==> config.mk <==
export PLATFORM = sky130hd
export DESIGN_NAME = float32_div_seq
export DESIGN_NICKNAME = d
export VERILOG_FILES = /design/src/rtl/float32_div_seq.sv
export SDC_FILE = /design/constraint.sdc
export NUM_CORES = 1
export LEC_CHECK = 0
export ABC_CLOCK_PERIOD_IN_PS = 4180
export CAP_MARGIN = 10
export CORE_ASPECT_RATIO = 1.5
export CORE_MARGIN = 2
export CORE_UTILIZATION = 47
export CTS_CLUSTER_DIAMETER = 150
export DETAILED_ROUTE_END_ITERATION = 6
export DONT_BUFFER_PORTS = 1
export PLACE_DENSITY = 0.69
export SYNTH_ARGS = -nofsm -noshare
export SYNTH_HDL_FRONTEND = slang
export SYNTH_SLANG_ARGS = --single-unit
==> constraint.sdc <==
create_clock -name clk -period 4.18 [get_ports clk]
set_input_delay 0.627 -clock clk [delete_from_list [all_inputs] [get_ports clk]]
set_output_delay 0.627 -clock clk [all_outputs]
set_load 0.1 [all_outputs]
==> src/rtl/float32_div_seq.sv <==
// Iterative IEEE-754 single-precision divider: one restoring quotient bit per cycle.
// Truncating rounding, denormals read as zero, and every operation has the same latency.
module float32_div_seq #(
  parameter int unsigned BITWIDTH = 32
) (
  input  logic                clk,
  input  logic                rst,
  input  logic                in_valid,
  output logic                in_ready,
  input  logic [BITWIDTH-1:0] a,
  input  logic [BITWIDTH-1:0] b,
  output logic                out_valid,
  input  logic                out_ready,
  output logic [BITWIDTH-1:0] c
);

  typedef enum logic [1:0] {StIdle, StDiv, StNorm, StDone} state_e;
  typedef enum logic [1:0] {ClsNorm, ClsNan, ClsInf, ClsZero} cls_e;

  state_e        state_q, state_d;
  cls_e          cls_q, cls_in;
  logic [4:0]    cnt_q;
  logic          sign_q;
  logic [7:0]    ea_q, eb_q;
  logic [23:0]   mb_q;
  logic [24:0]   rem_q, quo_q;
  logic [31:0]   c_q;

  logic          accept;
  logic          a_zero, a_inf, a_nan, b_zero, b_inf, b_nan;
  logic          step_ge;
  logic [24:0]   rem_sub, rem_step;
  logic          adj;
  logic [22:0]   frac;
  logic signed [9:0] exp_s;
  logic [31:0]   packed_c;

  assign accept = in_valid & in_ready;
  assign c      = c_q;

  // Operand classification; exp==0 covers both true zero and denormals.
  always_comb begin
    a_zero = (a[30:23] == 8'h00);
    a_inf  = (a[30:23] == 8'hFF) && (a[22:0] == 23'h0);
    a_nan  = (a[30:23] == 8'hFF) && (a[22:0] != 23'h0);
    b_zero = (b[30:23] == 8'h00);
    b_inf  = (b[30:23] == 8'hFF) && (b[22:0] == 23'h0);
    b_nan  = (b[30:23] == 8'hFF) && (b[22:0] != 23'h0);
    cls_in = ClsNorm;
    if (a_nan || b_nan || (a_zero && b_zero) || (a_inf && b_inf)) begin
      cls_in = ClsNan;
    end else if (a_inf || b_zero) begin
      cls_in = ClsInf;
    end else if (a_zero || b_inf) begin
      cls_in = ClsZero;
    end
  end

  // One restoring step: compare before shifting so 25 steps yield floor(ma*2^24/mb).
  always_comb begin
    step_ge  = (rem_q >= {1'b0, mb_q});
    rem_sub  = step_ge ? (rem_q - {1'b0, mb_q}) : rem_q;
    rem_step = rem_sub << 1;
  end

  always_comb begin
    adj   = ~quo_q[24];
    frac  = quo_q[24] ? quo_q[23:1] : quo_q[22:0];
    exp_s = $signed({2'b00, ea_q}) - $signed({2'b00, eb_q}) + 10'sd127
            - $signed({9'd0, adj});
    packed_c = {sign_q, 31'h0};
    unique case (cls_q)
      ClsNan:  packed_c = 32'h7FC00000;
      ClsInf:  packed_c = {sign_q, 8'hFF, 23'h0};
      ClsZero: packed_c = {sign_q, 31'h0};
      ClsNorm: begin
        if (exp_s >= 10'sd255) begin
          packed_c = {sign_q, 8'hFF, 23'h0};
        end else if (exp_s <= 10'sd0) begin
          packed_c = {sign_q, 31'h0};
        end else begin
          packed_c = {sign_q, exp_s[7:0], frac};
        end
      end
    endcase
  end

  always_comb begin
    state_d   = state_q;
    in_ready  = 1'b0;
    out_valid = 1'b0;
    unique case (state_q)
      StIdle: begin
        in_ready = 1'b1;
        if (in_valid) state_d = StDiv;
      end
      StDiv: begin
        if (cnt_q == 5'd24) state_d = StNorm;
      end
      StNorm: state_d = StDone;
      StDone: begin
        out_valid = 1'b1;
        if (out_ready) state_d = StIdle;
      end
    endcase
  end

  always_ff @(posedge clk) begin
    if (rst) begin
      state_q <= StIdle;
      cls_q   <= ClsNorm;
      cnt_q   <= 5'd0;
      sign_q  <= 1'b0;
      ea_q    <= 8'h0;
      eb_q    <= 8'h0;
      mb_q    <= 24'h0;
      rem_q   <= 25'h0;
      quo_q   <= 25'h0;
      c_q     <= 32'h0;
    end else begin
      state_q <= state_d;
      unique case (state_q)
        StIdle: begin
          if (accept) begin
            sign_q <= a[31] ^ b[31];
            ea_q   <= a[30:23];
            eb_q   <= b[30:23];
            mb_q   <= {1'b1, b[22:0]};
            rem_q  <= {2'b01, a[22:0]};
            quo_q  <= 25'h0;
            cls_q  <= cls_in;
            cnt_q  <= 5'd0;
          end
        end
        StDiv: begin
          rem_q <= rem_step;
          quo_q <= {quo_q[23:0], step_ge};
          cnt_q <= cnt_q + 5'd1;
        end
        StNorm: c_q <= packed_c;
        StDone: ;
      endcase
    end
  end

endmodule

# [After elaboration in Yosys (flattened, before gate mapping)]
# Cells that the tools add are included.
# W data, S select, Z words.
[op_classes] addsub=5 magnitude_cmp=3 n_eq_ne=13 n_mux=20 bitwise=3 n_reduce_logical=23
[op_table] cell="$pmux W32 S4" n=1
[op_table] cell="$pmux W25 S2" n=2
[op_table] cell="$mux W31" n=2
[op_table] cell="$mux W25" n=2
[op_table] cell="$logic_not A23 Y1" n=2
[op_table] cell="$reduce_bool A23 Y1" n=2
[op_table] cell="$ge A25 B24 Y1" n=1
[op_table] cell="$mux W24" n=1
[op_table] cell="$sub A24 B24 Y24" n=1
[op_table] cell="$mux W23" n=1
[op_table] cell="$eq A8 B8 Y1 const B" n=2
[op_table] cell="$logic_not A8 Y1" n=2
[op_table] cell="$mux W2" n=6
[op_table] cell="$add A9 B8 Y10 const B" n=1
[op_table] cell="$ge A10 B9 Y1 const B" n=1
[op_table] cell="$le A10 B1 Y1 const B" n=1
[op_table] cell="$pmux W5 S2" n=1
[op_table] cell="$sub A10 B2 Y10" n=1
[op_table] cell="$sub A8 B8 Y9" n=1
[op_table] cell="$eq A2 B2 Y1 const B" n=4
[op_table] cell="$ne A2 B2 Y1 const B" n=4
[op_table] cell="$pmux W2 S4" n=1
[op_table] cell="$logic_and A1 B1 Y1" n=6
[op_table] cell="$add A5 B1 Y5 const B" n=1
[op_table] cell="other kinds (12)" n=20
[totals] register_bits=132 in_bits=68 wordCells=77

# [Logic depth before layout (Yosys ltp)]
# Gate-level depths: netlist of the first run.
[depth] word_depth=7 depth_mapped=19

# [Worst setup path after synthesis of the first run]
# Ideal clock, no wire load.
[synth_path] path_kind="reg2reg" startpoint="register ea_q[0]" endpoint="register c_q[2] (netlist: c[2])" arrival_ns=3.365 required_time_ns=4.095 setup_slack_ns=0.730 path_stages_with_launch=17 cell_sequence="dfxtp_1 inv_1 ha_1 fa_1 xnor2_1 inv_1 fa_1 a21o_1 a21oi_2 o21bai_1 a21oi_1 xor2_1 nor4_1 or3_1 buf_2 buf_6 o31ai_2"
[synth_between] elab_chain_cells=7 elab_cells_between_ends=8
[synth_rtl] item="from (decl)" line="24" source="logic [7:0] ea_q, eb_q;"
[synth_rtl] item="from (signal assigned)" line="126" source="ea_q <= a[30:23];"
[synth_rtl] item="$sub A8 B8 Y9 *" line="69" source="exp_s = $signed({2'b00, ea_q}) - $signed({2'b00, eb_q}) + 10'sd127"
[synth_rtl] item="$add A9 B8 Y10 *" line="69"
[synth_rtl] item="$sub A10 B2 Y10 *" line="70" source="- $signed({9'd0, adj});"
[synth_rtl] item="$le A10 B1 Y1" line="79" source="end else if (exp_s <= 10'sd0) begin"
[synth_rtl] item="$mux W31" line="79"
[synth_rtl] item="$mux W31 *" line="77" source="if (exp_s >= 10'sd255) begin"
[synth_rtl] item="$pmux W32 S4 *" line="72" source="unique case (cls_q)"
[synth_rtl] item="to (signal assigned)" line="140" source="StNorm: c_q <= packed_c;"
[synth_rtl] item="to (decl)" line="27" source="logic [31:0] c_q;"
# Mark *: on every way between the ends. The rest lies on a longest branch, timed or not.
# A chain may end at the register's enable or synchronous reset.

# [Final worst setup path of the first run]
[layout_path] startpoint="register ea_q[0]" endpoint="register c_q[0] (netlist: c[0])"
# The elaborated chain is that of the path after synthesis.

==> results.cfg, run 1 <==
[timing]
fin_setup_tns_ps = 0
fmax_mhz = 262
setup_viol = 0
tightest_slew_ps = 1040
hold_viol = 0
min_period_ps = 3810
setup_ws_ps = 368
period_share_pct = 91.2
rsz0062_at_grt = no
slew_violations = 0
skew_ps = 12.7
max_slew_margin_pct = 30.7

[critical_path]
cp-endpoint = c[0]$_SDFFE_PP0P_
cpPeakStageDelay_ps = 470
arrival_ps = 4100
critPathMaxFanout = 23
required_ps = 4470
path_class = reg -> reg
rr_startpoint = ea_q[0]$_SDFFE_PP0P_
cp-start-kind = register
path_depth = 15
rr_worst_depth = 15
critPathTopFamily = adder cells
worst_setup_path_end_kind = register
rrSetupSlack_ps = 370
startpoint = ea_q[0]$_SDFFE_PP0P_
critPathSlowestCell = fa_1
crit_buf_inv = 3
crit_chain = inv_1 > ha_1 > fa_1 > xnor2_1 > inv_1 > fa_1 > a21o_1 > a21oi_2 > o21bai_1 > a21oi_1 > xor2_1 > nor4_1 > or3_1 > buf_4 > o31ai_1
rr_endpoint = c[0]$_SDFFE_PP0P_

[synthesis]
synth_top_family_by_area = compound AO/OA/AOI/OAI gates
netlist_area_mm2 = 0.00755
synth_edf_count = 0
synth-seq-cells = 132
synthArstFlopShare_pct = 0
synth_warnings = 0
synth_ff_type = dfxtp_1
yosysTopAreaCellShare_pct = 35.0
synth_nets = 1020
synth-compound-area-share_pct = 24.0
synthMuxAreaShare_pct = 5.55
synth-simple-area-share_pct = 18.1
yosys.area.top_type = dfxtp_1
synthCells = 903
synth-xor-area-share_pct = 3.36
synth_adder_area_share_pct = 8.41
synth_seq_area_share_pct = 35.0
yosys-top-cells-area = dfxtp_1 (35%), ha_1 (7.6%), nand2_1 (6.1%)
ys_types = 65
avgSynthCellArea_um2 = 8.36

[global_routing]
gr-usage-met2_pct = 41.2
grt_pass1_wl_um = 30700
antenna_found_initial = 0
grt.total_usage_pct = 22.4
met1_usage_pct = 23.7
grt_max_degree = 110
grt_overflow = 0
met3_usage_pct = 5.24
grt_pass1_vias = 6387
busiest_layer = met2

[pwr]
peakVddDrop_v = 0.000619
p_per_area_mw_per_mm2 = 1060
leakagePower_nw = 3.14

[drt]
drtIter0Drc = 273
firstDrtPassIters = 5
vias = 6431
wire_per_inst_um = 17.0
postRouteAntennaNets = 0
drt_wl_total_um = 18700
avgViaCountPerCell = 5.84
drc = 0

[clocking]
cts_buffers = 17
clkTransAtPathRegs_ps = 60
clock_sinks = 132
post_cts_buffers = 0
cts_max_path_buffers = 2
cts_tree = done
cts-root-buf = clkbuf_16
clk_latency_ps = 430
hold_buffers = 0
h-tree-depth = 4
ctsResizeCount = 0

[floorplan]
die-area_mm2 = 0.0171
std_cell_rows = 56
die_h_um = 159
die_w_um = 108
coreArea_mm2 = 0.0157
start_util_pct = 48.1
pin_count = 102

[status]
status = finished clean

[place]
place_area_mm2 = 0.00768
io_buffers = 0
post-place-ws_ps = 390
dp_hpwl_um = 13300
gp_congestion = 0.920

[run]
max_cap_viol_count = 0

[min_path]
holdCritPathClass = in -> reg
hold_start = rst

[cells_and_area]
synthToLayoutAreaGrowth_pct = 9.97
antennaDiodeCount = 0
final_nets = 1003
final_area_mm2 = 0.00831
final_layout_size_suffix_gt1_share_pct = 8.68
## metrics by stage
stage / utilization, % / power (W) / hold WS (ps) / cells
CTS: 52.9 / 0.00884 / 266 / 1102
global route: 52.9 / 0.00954 / 260 / 1102
floorplan: - / 0.00641 / 436 / 903
global placement: 48.9 / 0.00717 / 438 / 1070
finish: 52.9 / 0.00882 / 282 / 1102
detailed placement: 48.9 / 0.00722 / 441 / 1070
## worst min path at each step
stage | end | slack [ps] | depth (start not counted)
5_1_grt | c[31]$_SDFFE_PP0P_ | 260 | 1
2_1_floorplan | ea_q[0]$_SDFFE_PP0P_ | 440 | 2
4_1_cts | mb_q[14]$_SDFFE_PP0P_ | 270 | 1
3_5_place_dp | mb_q[6]$_SDFFE_PP0P_ | 440 | 2
3_3_place_gp | eb_q[6]$_SDFFE_PP0P_ | 440 | 2
6_report | quo_q[3]$_SDFFE_PP0P_ | 280 | 1
## report_power, final
part	internal, W	switching (W)	total (W)
combinational	0.00209	0.00328	0.00537
sequential	0.00150	0.000369	0.00187
clock	0.000980	0.000596	0.00158
## final cells by class
| cell class | instances | area [um^2] |
|---|---|---|
| Fill cell | 1508 | 7390 |
| Timing Repair Buffer | 12 | 90.1 |
| Clock inverter | 13 | 171 |
| Tap cell | 203 | 254 |
| Multi-Input combinational cell | 668 | 4490 |
| Inverter | 55 | 206 |
| Sequential cell | 132 | 2640 |
| Clock buffer | 19 | 453 |
## layout by cell type, fill, tap and decap left out, drive strengths merged, types with 13 or more instances in the layout
cell / synthesis / routed
o31ai: 26 / 26
dfxtp: 132 / 132
clkbuf: 35 / 19
nand2: 122 / 122
xnor2: 14 / 14
o21ai: 16 / 16
inv: 55 / 60
mux2i: 34 / 34
ha: 46 / 46
nor2: 83 / 83
nand4: 13 / 13
xor2: 15 / 15
a22oi: 44 / 44
nor3: 13 / 13
a21oi: 73 / 73
## flip-flops by register name (all words and copies together) (netlist names)
signal,flops
ea_q,8
rem_q,25
sign_q,1
mb_q,24
state_q,2
c,32
quo_q,25
cls_q,2
cnt_q,5
eb_q,8
## synthesized netlist by cell type, types with 5 or more instances
cell type,n
clkbuf_1,35
o22ai_1,11
dfxtp_1,132
a21oi_1,72
a32oi_1,5
o21ai_0,12
nand2b_1,11
nand2_1,122
nor2b_1,8
o31ai_1,5
nor3_1,13
xor2_1,15
a21o_1,12
o31ai_2,21
and2_1,7
nand4_1,13
buf_1,5
nor2_1,83
a31oi_1,7
a211oi_1,7
nand3_1,11
mux2i_1,34
a222oi_1,6
or4_1,5
o21a_1,8
inv_1,55
xnor2_1,14
ha_1,46
o211ai_1,5
a22oi_1,43
nor4_1,12
## kinds of logic (layout without fill, tap and decap cells)
| kind of cell | Yosys count | count (layout) |
|---|---|---|
| AND/OR/NAND/NOR | 301 | 301 |
| AO/OA/AOI/OAI | 248 | 248 |
| flip-flops | 132 | 132 |
| adder cells (fa/ha/maj) | 49 | 49 |
| buffers and inverters | 103 | 99 |
| XOR/XNOR | 29 | 29 |
| multiplexers | 41 | 41 |
## per-layer routing
layer | vias up | share of wire, %
met4 | 0 | 3.1
met3 | 26 | 4.4
met1 | 3049 | 39
met5 | - | 0
li1 | 3208 | -
met2 | 148 | 54
(Power assumes the default switching activity.)
==> run 2, diff against run 1 <==
--- a/config.mk
+++ b/config.mk
@@ -11,9 +11,11 @@
 export CORE_MARGIN = 2
 export CORE_UTILIZATION = 47
 export CTS_CLUSTER_DIAMETER = 150
+export CTS_CLUSTER_SIZE = 20
 export DETAILED_ROUTE_END_ITERATION = 6
 export DONT_BUFFER_PORTS = 1
 export PLACE_DENSITY = 0.69
+export REMOVE_ABC_BUFFERS = 1
 export SYNTH_ARGS = -nofsm -noshare
 export SYNTH_HDL_FRONTEND = slang
 export SYNTH_SLANG_ARGS = --single-unit
==> results.cfg, run 2 (synthesis gave the netlist of run 1 again) <==
[run]
max_cap_viol_count = 0

[place]
place_area_mm2 = 0.00768
gp_congestion = 0.938
post-place-ws_ps = 364
dp_hpwl_um = 13500
io_buffers = 0

[critical_path]
critPathTopFamily = adder cells
worst_setup_path_end_kind = register
rr_startpoint = ea_q[0]$_SDFFE_PP0P_
rr_worst_depth = 15
cpPeakStageDelay_ps = 470
critPathMaxFanout = 23
critPathSlowestCell = fa_1
cp-start-kind = register
startpoint = ea_q[0]$_SDFFE_PP0P_
path_class = reg -> reg
crit_buf_inv = 3
crit_chain = inv_1 > ha_1 > fa_1 > xnor2_1 > inv_1 > fa_1 > a21o_1 > a21oi_2 > o21bai_1 > a21oi_1 > xor2_1 > nor4_1 > or3_1 > buf_4 > o32ai_1
path_depth = 15
required_ps = 4470
arrival_ps = 4120

[clocking]
cts_max_path_buffers = 2
clock_sinks = 132
h-tree-depth = 4
clk_latency_ps = 420
post_cts_buffers = 0
cts_buffers = 17
cts_tree = done
ctsResizeCount = 0
hold_buffers = 0
clkTransAtPathRegs_ps = 60
cts-root-buf = clkbuf_16

[cells_and_area]
final_util_pct = 52.8
n_fill_cell = 1512
synthToLayoutAreaGrowth_pct = 9.81
final_layout_size_suffix_gt1_share_pct = 8.58
final_nets = 1002
largest_reg_flops = 32
final_area_mm2 = 0.00829
final_cell_mix = dfxtp_1 (132), nand2_1 (122), nor2_1 (81)
antennaDiodeCount = 0
multi_input_area_mm2 = 0.00449
seq_area_mm2 = 0.00264
mostFrequentLayoutCell = dfxtp_1

[timing]
hold_viol = 0
min_period_ps = 3830
tightest_slew_ps = 1170
rsz0062_at_grt = no
slew_violations = 0
max_slew_margin_pct = 22.3
fin_setup_tns_ps = 0
fmax_mhz = 261
skew_ps = 7.76
setup_ws_ps = 353
period_share_pct = 91.6
setup_viol = 0

[global_routing]
grt_max_degree = 110
grt.total_usage_pct = 22.2
grt_overflow = 0
antenna_found_initial = 0
grt_pass1_vias = 6293
grt_pass1_wl_um = 30300

[min_path]
hold_start = rst
holdCritPathClass = in -> reg
min_path_cells = 1

[drt]
avgViaCountPerCell = 5.83
drc = 0
firstDrtPassIters = 5
drtIter0Drc = 312
vias = 6414
wire_per_inst_um = 17.0
postRouteAntennaNets = 0
drt_wl_total_um = 18800

[floorplan]
coreArea_mm2 = 0.0157
std_cell_rows = 56
die_w_um = 108
die-area_mm2 = 0.0171
start_util_pct = 48.1
die_h_um = 159
pin_count = 102

[status]
status = finished clean
[run 2: cell count changes in the layout (fill, tap and decap cells not counted), moves of 2 or more]
cell      previous run  this run
inv_6                5         0
clkbuf_8             2         0
clkinv_2             1         3
clkinv_4             2         4
nor2_1              83        81
nor2_2               0         2
[run 2: final cells by class]
| class | count | share of cell area [%] |
|---|---|---|
| Multi-Input combinational cell | 668 | 54.2 |
| Sequential cell | 132 | 31.9 |
| Clock buffer | 18 | 5.17 |
| Tap cell | 203 | 3.06 |
| Inverter | 55 | 2.49 |
| Clock inverter | 13 | 2.23 |
| Timing Repair Buffer | 11 | 0.996 |
[run 2: metal layers]
layer  global-route usage [%]  vias up  wire length [um]
li1                         -     3195                 -
met1                     22.3     3024              7190
met2                     41.4      163             10000
met3                     5.49       32               923
met4                     11.0        0               605
met5                        0        -                 0
[run 2: worst paths after layout]
| kind | to | slack [ps] |
|---|---|---|
| setup / recovery | c[22]$_SDFFE_PP0P_ | 350 |
| hold reg to reg | mb_q[13]$_SDFFE_PP0P_ | 450 |
| setup reg to reg | c[22]$_SDFFE_PP0P_ | 350 |
| hold / removal | mb_q[19]$_SDFFE_PP0P_ | 260 |
[run 2: per-stage QoR]
step / instances / hold WS [ps]
4_1_cts: 1100 / 250
2_1_floorplan: 855 / 430
6_report: 1100 / 265
3_5_place_dp: 1069 / 443
5_1_grt: 1100 / 254
3_3_place_gp: 1069 / 438
Power of run 2 is left out: the tool's default activity adds up to more than one toggle a clock period on the data nets, which glitch-free logic cannot reach.
